[src/rtl/seq_det_pkg.sv]
// seq_det_pkg
//   Shared constants for the serial pattern detector slice.
//   DEF_PAT_W   : default pattern length in bits
//   DEF_PAT_RST : default pattern loaded while reset is low
//   DEF_CNT_W   : default width of the match counter
//   state_w()   : bits needed to hold a state number 0..pat_w
package seq_det_pkg;

  localparam int          DEF_PAT_W   = 4;
  localparam logic [3:0]  DEF_PAT_RST = 4'b1011;
  localparam int          DEF_CNT_W   = 8;

  function automatic int state_w(input int pat_w);
    return $clog2(pat_w + 1);
  endfunction

endpackage

[src/rtl/seq_match_len.sv]
// seq_match_len
//   Combinational next-state search for the detector. Looks at the most
//   recent accepted bits plus the incoming bit and returns the longest
//   pattern prefix that they end with, limited by how many bits are
//   actually available since the history was last emptied.
//   hist     : previous PAT_W-1 accepted bits, bit 0 is the newest
//   fill     : number of bits accepted into the history (saturates at PAT_W)
//   pattern  : active pattern, pattern[PAT_W-1] is the first bit expected
//   d_in     : incoming bit being evaluated
//   next_len : matched prefix length after accepting d_in
module seq_match_len
  import seq_det_pkg::*;
#(
  parameter int PAT_W = DEF_PAT_W
) (
  input  logic [PAT_W-2:0]          hist,
  input  logic [state_w(PAT_W)-1:0] fill,
  input  logic [PAT_W-1:0]          pattern,
  input  logic                      d_in,
  output logic [state_w(PAT_W)-1:0] next_len
);

  localparam int SW = state_w(PAT_W);

  logic [PAT_W-1:0] window;
  int               avail;
  int               best;
  logic             ok;

  assign window = {hist, d_in};

  // Try every prefix length; the last one that fits wins, giving the
  // longest. For length k, window[k-1] (oldest of the k bits) must equal
  // the first pattern bit and window[0] the k-th pattern bit.
  always_comb begin
    avail = int'(fill) + 1;
    if (avail > PAT_W) avail = PAT_W;
    best = 0;
    ok   = 1'b0;
    for (int k = 1; k <= PAT_W; k++) begin
      ok = (k <= avail);
      for (int i = 0; i < k; i++) begin
        if (window[i] != pattern[PAT_W-k+i]) ok = 1'b0;
      end
      if (ok) best = k;
    end
    next_len = SW'(best);
  end

endmodule

[src/rtl/seq_detector_param.sv]
// seq_detector_param
//   Moore serial pattern detector with loadable pattern, optional
//   overlapping matches and a saturating match counter.
//   clk       : rising-edge clock
//   reset     : asynchronous active-low reset
//   d_in      : serial data bit, taken only while d_valid=1
//   d_valid   : qualifies d_in
//   pattern   : new pattern, pattern[PAT_W-1] is the first bit expected
//   pat_load  : loads pattern and restarts detection (d_in ignored that edge)
//   cnt_clr   : synchronous clear of match_cnt, beats a same-edge match
//   state     : number of pattern-prefix bits currently matched
//   d_out     : high exactly while the whole pattern is matched
//   match_cnt : saturating count of matches
module seq_detector_param
  import seq_det_pkg::*;
#(
  parameter int               PAT_W   = DEF_PAT_W,
  parameter logic [PAT_W-1:0] PAT_RST = PAT_W'(DEF_PAT_RST),
  parameter int               OVERLAP = 1,
  parameter int               CNT_W   = DEF_CNT_W
) (
  input  logic                      clk,
  input  logic                      reset,
  input  logic                      d_in,
  input  logic                      d_valid,
  input  logic [PAT_W-1:0]          pattern,
  input  logic                      pat_load,
  input  logic                      cnt_clr,
  output logic [state_w(PAT_W)-1:0] state,
  output logic                      d_out,
  output logic [CNT_W-1:0]          match_cnt
);

  localparam int               SW      = state_w(PAT_W);
  localparam logic [SW-1:0]    FULL    = SW'(PAT_W);
  localparam logic [CNT_W-1:0] CNT_MAX = '1;

  logic [SW-1:0]    state_q;
  logic [SW-1:0]    fill_q;
  logic [SW-1:0]    next_len;
  logic [PAT_W-2:0] hist_q;
  logic [PAT_W-1:0] pat_q;
  logic [PAT_W-1:0] window;
  logic             d_out_q;
  logic [CNT_W-1:0] cnt_q;
  logic             accept;
  logic             hit;

  // A load takes priority over data on the same edge.
  assign accept = d_valid && !pat_load;
  assign hit    = accept && (next_len == FULL);
  assign window = {hist_q, d_in};

  seq_match_len #(
    .PAT_W (PAT_W)
  ) u_match (
    .hist     (hist_q),
    .fill     (fill_q),
    .pattern  (pat_q),
    .d_in     (d_in),
    .next_len (next_len)
  );

  // All detector state lives here. d_out is registered from the next
  // state so it rises on the edge that takes the final pattern bit and
  // never follows d_in combinationally. In non-overlapping mode a full
  // match empties the history so the following bit starts from scratch.
  always_ff @(posedge clk or negedge reset) begin
    if (!reset) begin
      state_q <= '0;
      fill_q  <= '0;
      hist_q  <= '0;
      pat_q   <= PAT_RST;
      d_out_q <= 1'b0;
      cnt_q   <= '0;
    end else begin
      if (pat_load) begin
        pat_q   <= pattern;
        state_q <= '0;
        fill_q  <= '0;
        hist_q  <= '0;
        d_out_q <= 1'b0;
      end else if (d_valid) begin
        state_q <= next_len;
        d_out_q <= (next_len == FULL);
        if ((OVERLAP == 0) && (next_len == FULL)) begin
          fill_q <= '0;
          hist_q <= '0;
        end else begin
          fill_q <= (fill_q == FULL) ? FULL : fill_q + 1'b1;
          hist_q <= window[PAT_W-2:0];
        end
      end

      if (cnt_clr) begin
        cnt_q <= '0;
      end else if (hit && (cnt_q != CNT_MAX)) begin
        cnt_q <= cnt_q + 1'b1;
      end
    end
  end

  assign state     = state_q;
  assign d_out     = d_out_q;
  assign match_cnt = cnt_q;

endmodule

[config.mk]
export PLATFORM = sky130hd
export DESIGN_NAME = seq_detector_param
export DESIGN_NICKNAME = d
export VERILOG_FILES = /design/src/rtl/seq_det_pkg.sv /design/src/rtl/seq_match_len.sv /design/src/rtl/seq_detector_param.sv
export SDC_FILE = /design/constraint.sdc
export NUM_CORES = 1
export LEC_CHECK = 0
export CELL_PAD_IN_SITES_DETAIL_PLACEMENT = 1
export CELL_PAD_IN_SITES_GLOBAL_PLACEMENT = 1
export CORE_MARGIN = 3
export CORE_UTILIZATION = 30
export DETAILED_ROUTE_END_ITERATION = 6
export PLACE_DENSITY = 0.72
export SYNTH_ARGS = -nofsm -noshare
export SYNTH_HDL_FRONTEND = slang
export SYNTH_SLANG_ARGS = --single-unit
[constraint.sdc]
create_clock -name clk -period 2.3 [get_ports clk]
set_clock_uncertainty 0.05 [all_clocks]
set_input_delay 0.575 -clock clk [delete_from_list [all_inputs] [get_ports clk]]
set_output_delay 0.575 -clock clk [all_outputs]
set_load 0.02 [all_outputs]
* Word level (Yosys, flattened, before mapping)
Cells that the tools add are included.
** Cells by class
- Equality and inequality tests :: 13
- Order comparisons :: 5
- Multiplexer cells :: 26
- Add/subtract/negate cells :: 3
- Reductions and logical operators :: 6
** Operators with widths (count)
- less-or-equal comparator 3 x 32 -> 1 bit (first input constant) :: 2
- greater-than comparator 32 x 4 -> 1 bit (second input constant) :: 1
- less-or-equal comparator 2 x 32 -> 1 bit (first input constant) :: 1
- less-or-equal comparator 4 x 32 -> 1 bit (first input constant) :: 1
- 2-to-1 mux 32 bit :: 1
- 2-to-1 mux 3 bit :: 8
- 2-to-1 mux 8 bit :: 2
- 2-to-1 mux 1 bit :: 13
- != test 1 bit :: 10
- adder 8 x 1 -> 8 bit (second input constant) :: 1
- != test 8 bit (second input constant) :: 1
- == test 3 bit (second input constant) :: 2
- adder 3 x 1 -> 4 bit (second input constant) :: 1
- 2-to-1 mux 2 bit :: 2
- nonzero test 2 bit :: 2
- adder 3 x 1 -> 3 bit (second input constant) :: 1
- logical AND 1 bit :: 3
- zero test 1 bit :: 1
** Word-level totals
- Flip-flop bits (word level) :: 22
- Input port bits :: 10
- Output and inout bits :: 12
- Logic and storage cells :: 59

* Logic depth before layout (Yosys ltp)
- Depth in word-level cells :: 14
- Mapped depth :: 7
- Gate-level depth less buffers :: 6

* Hierarchy
From an unflattened synthesis, not the netlist that was laid out.
** Unflattened totals
- Cells, all modules :: 129
- Area, all modules :: 1282.5 µm²
** By module, submodules not included
- seq_detector_param :: cells an instance 99, area each 1064.8 µm², times used 1
- seq_match_len :: cells an instance 30, area each 217.7 µm², times used 1

* Worst setup path after synthesis
No wires, ideal clock.
- Path type :: input-to-reg
- Start point :: input port d_in
- End point :: register cnt_q[2], in the netlist match_cnt[2]
- Data required time :: 2.172 ns
- Setup time :: 0.078 ns
- Slack :: 0.263 ns
- Data arrival time :: 1.910 ns
- Stages on the path :: 7
- Cell sequence :: buf_2 xor2_1 nor4_4 nand4_2 buf_6 or3_1 a21oi_1
** On the way
- Word-level cells in the longest chain between the ends :: 10
** RTL lines
- start: declaration :: RTL line seq_detector_param.sv:24 : input logic d_in,
- != test 1 bit :: RTL line seq_match_len.sv:43 : if (window[i] != pattern[PAT_W-k+i]) ok = 1'b0;
- 2-to-1 mux 1 bit :: RTL line seq_match_len.sv:43
- 2-to-1 mux 1 bit (on tied branches) :: RTL line seq_match_len.sv:45, seq_match_len.sv:43
- 2-to-1 mux 2 bit / 2-to-1 mux 1 bit (equally long branches) (2 in a row) :: RTL line seq_match_len.sv:45, seq_match_len.sv:43
- 2-to-1 mux 3 bit * :: RTL line seq_match_len.sv:45 : if (ok) best = k;
- == test 3 bit * :: RTL line seq_detector_param.sv:51 : assign hit = accept && (next_len == FULL);
- logical AND 1 bit * :: RTL line seq_detector_param.sv:51
- logical AND 1 bit * :: RTL line seq_detector_param.sv:97 : end else if (hit && (cnt_q != CNT_MAX)) begin
- nonzero test 2 bit (no line) *
- end signal: assignment :: RTL line seq_detector_param.sv:98 : cnt_q <= cnt_q + 1'b1;
- end: declaration :: RTL line seq_detector_param.sv:45 : logic [CNT_W-1:0] cnt_q;
Every way passes the cells marked *; elsewhere a longest branch is shown, timed or not.
A chain may end at the register's enable or synchronous reset.

* Worst setup path in the final report
Ends and elaborated chain as after synthesis.

==> metrics.cfg <==
[synth]
synth_edf_count = 0
post_syn_instances = 126
synth-async-reset-ratio_pct = 100
synthFlopType = sky130_fd_sc_hd__dfrtp_1
ys_warn_count = 0
post_synth_num_cell_types = 35
mappedNetlistNets = 139
syn_area_per_cell_um2 = 10.0
synth.ff_latch_count = 22
synth.yosys.seq_area_share_pct = 43.9
synth_area_mm2 = 0.00126

[timing]
tightestPinTransition_ns = 0.311
max_freq_mhz = 466
timing_hold_violations_final = 0
post-route-min-period_ns = 2.14
post-route-worst-setup-slack_ns = 0.156
maxSlewHeadroom_pct = 79.1
report.final.slew_viol_count = 0
finalCritPeriodShare_pct = 93.2
finalSetupViolCount = 0
rsz_0062_raised_after_global_routing = false

[grt]
first_global_vias = 1100
gr-total-overflow = 0
grt_antenna_before_repair = 0
gr-usage-all-layers_pct = 12.8
grt_pass1_wl_mm = 5.25
maximum_number_of_pins_on_one_net_before_global_route_repair = 23

[critical_path]
timing.critical_path.cells = clkdlybuf4s50_1 -> xor2_1 -> nor4_4 -> nand4_4 -> buf_4 -> or3_1 -> a21oi_1
slowest_delay_ns = 0.44
critical_path_peak_fanout = 9
critical_path.n_buffers_inverters = 2
worstPathArrival_ns = 2.28
slowest_stage = sky130_fd_sc_hd__clkdlybuf4s50_1
crit_type = in2reg
critical-path-top-delay-family = simple AND/OR/NAND/NOR gates
setup.worst_path.start_class = input pin
timing.critical_path.to_type = register
worst-endpoint-required_ns = 2.43

[route]
detailroute.via_count = 1021
drt-pass1-iter-count = 4
viasPerCell = 5.08
routed_wl_mm = 2.95
initial_detailed_routing_violation_count = 47
drc_errors = 0
antenna_left = 0
drt-wirelength-per-cell_um = 14.7

[place]
port_buffers = 21
gp_congestion = 0.806
dp_worst_setup_slack_ns = -0.315
detailedPlacementHpwl_mm = 2.27
post_placement_cell_area_mm2 = 0.00155

[final_layout]
multi_input_area_um2 = 651
number_of_nets_in_the_final_layout = 167
number_of_antenna_repair_diodes = 0
layout_cell_share_with_drive_strength_beyond_1_pct = 17.0
fillers = 452
area_added_between_synthesis_and_finish_pct = 27.7
postLayoutCoreUtil_pct = 41.8
final-seq-area_um2 = 554
layout.cell_area.non_filler_mm2 = 0.00161

[clocking]
max-clock-path-buffers = 2
worst_setup_hold_path_clk_slew_ns = 0.08
clock_insertion_delay_worst_skew_ns = 0.26
tritoncts = yes
htreeDepth = 1
clockRootBuffer = sky130_fd_sc_hd__clkbuf_8
clock_sinks = 22
number_of_clock_buffers_inserted_by_tritoncts = 3

[power_and_ir_drop]
cellLeakagePower_nw = 0.643
peakVddDrop_uv = 206
power.density_cell_area_mw_per_mm2 = 501

[die]
fp-row-count = 22
floorplan.initialDensity_pct = 32.7
core_area_mm2 = 0.00385
fp.dieArea_mm2 = 0.00502
io-pin-count = 22
die_w_um = 70.8
die_y_um = 70.8

[worst_hold_path]
timing.hold.worst.class = reg2reg

[run_status]
run_status = finished, final reports clean

[run]
number_of_max_capacitance_violations_reported = 0

## stage by stage
stage / total power [mW] / setup TNS (ns) / hold slack, ns / instances
detailed placement: 0.570 / -1.71 / 0.451 / 196
finish: 0.807 / 0 / 0.452 / 201
global placement: 0.563 / -1.08 / 0.414 / 196
floorplan: 0.519 / 0 / 0.229 / 126
CTS: 0.823 / 0 / 0.470 / 200
global route: 0.856 / 0 / 0.486 / 201
## registers in the layout, indices dropped and copies added, names as in the netlist
register / count
hist_q: 3
pat_q: 4
state: 3
match_cnt: 8
fill_q: 3
d_out: 1
## layer usage
layer / global-route usage, % / wire (µm)
met2: 21.4 / 1480
met4: 2.51 / 13
met1: 17.1 / 1360
met5: 0 / 0
met3: 2.84 / 94
## power breakdown
group	internal [mW]	total, mW	switching (mW)
sequential	0.405	0.423	0.0178
clock	0.123	0.246	0.123
combinational	0.0702	0.138	0.0679
## synth_stat cells (all sizes together), types with 5 or more instances
| cell | n | area, µm² |
|---|---|---|
| a21oi | 13 | 68.8 |
| buf | 5 | 38.8 |
| dfrtp | 19 | 475 |
| mux2 | 5 | 56.3 |
| nand2 | 9 | 33.8 |
| nand3 | 8 | 40.0 |
| nor2 | 9 | 33.8 |
| o31ai | 5 | 37.5 |
| xnor2 | 6 | 52.6 |
| xor2 | 5 | 51.3 |
## cells by family (layout without fill, tap and decap cells)
logic type | Yosys count | count (layout) | share of synthesized area, %
compound gates | 26 | 26 | 12.8
flops | 22 | 22 | 43.9
mux | 9 | 9 | 7.64
xor+xnor | 11 | 11 | 8.23
fa+ha+maj | 3 | 3 | 2.98
buf+inv | 12 | 39 | 5.16
simple gates | 43 | 43 | 19.2
## cells in the final DEF (no fill, tap or decap), drive strengths merged, types with 5 or more instances in the layout
cell type / netlist / routed
nor2: 9 / 9
mux2: 5 / 5
clkdlybuf4s50: 0 / 21
a21oi: 13 / 13
buf: 5 / 10
xnor2: 6 / 6
dfrtp: 19 / 19
xor2: 5 / 5
nand2: 9 / 9
nand3: 8 / 8
o31ai: 5 / 5
## final timing paths
| kind | start | endpoint | cells past startpoint | slack, ns |
|---|---|---|---|---|
| worst max register to register | fill_q[0] | match_cnt[2] | 7 | 0.23 |
| worst max-delay path | d_in | match_cnt[2] | 7 | 0.16 |
| min in group asynchronous | reset | state[0] | 2 | 0.62 |
| worst min register to register | state[1] | state[1] | 2 | 0.45 |
| worst min-delay path | state[1] | state[1] | 2 | 0.45 |
| max in group asynchronous | reset | pat_q[3] | 2 | 1.30 |
## tightest hold or removal path, stage by stage (launching register included)
cell                      delay (ns)
sky130_fd_sc_hd__dfrtp_1        0.36
sky130_fd_sc_hd__nand2_1        0.05
sky130_fd_sc_hd__o21ai_0        0.06
## timing repair
item                       CTS  global route
gates resized for setup      1             0
pin swaps                    0             2
setup endpoints to repair    3             4
hold endpoints to repair     0             0
buffers inserted             0             1
hold buffers                 0             0
## final cells by class
class | instances | share of cell area, %
multi-input combinational | 92 | 40.4
timing repair buffer | 31 | 17.7
clock buffer | 4 | 2.80
tap | 48 | 3.73
sequential | 22 | 34.4
inverter | 4 | 0.932
Note: power is estimated with default switching activity, not from simulation.
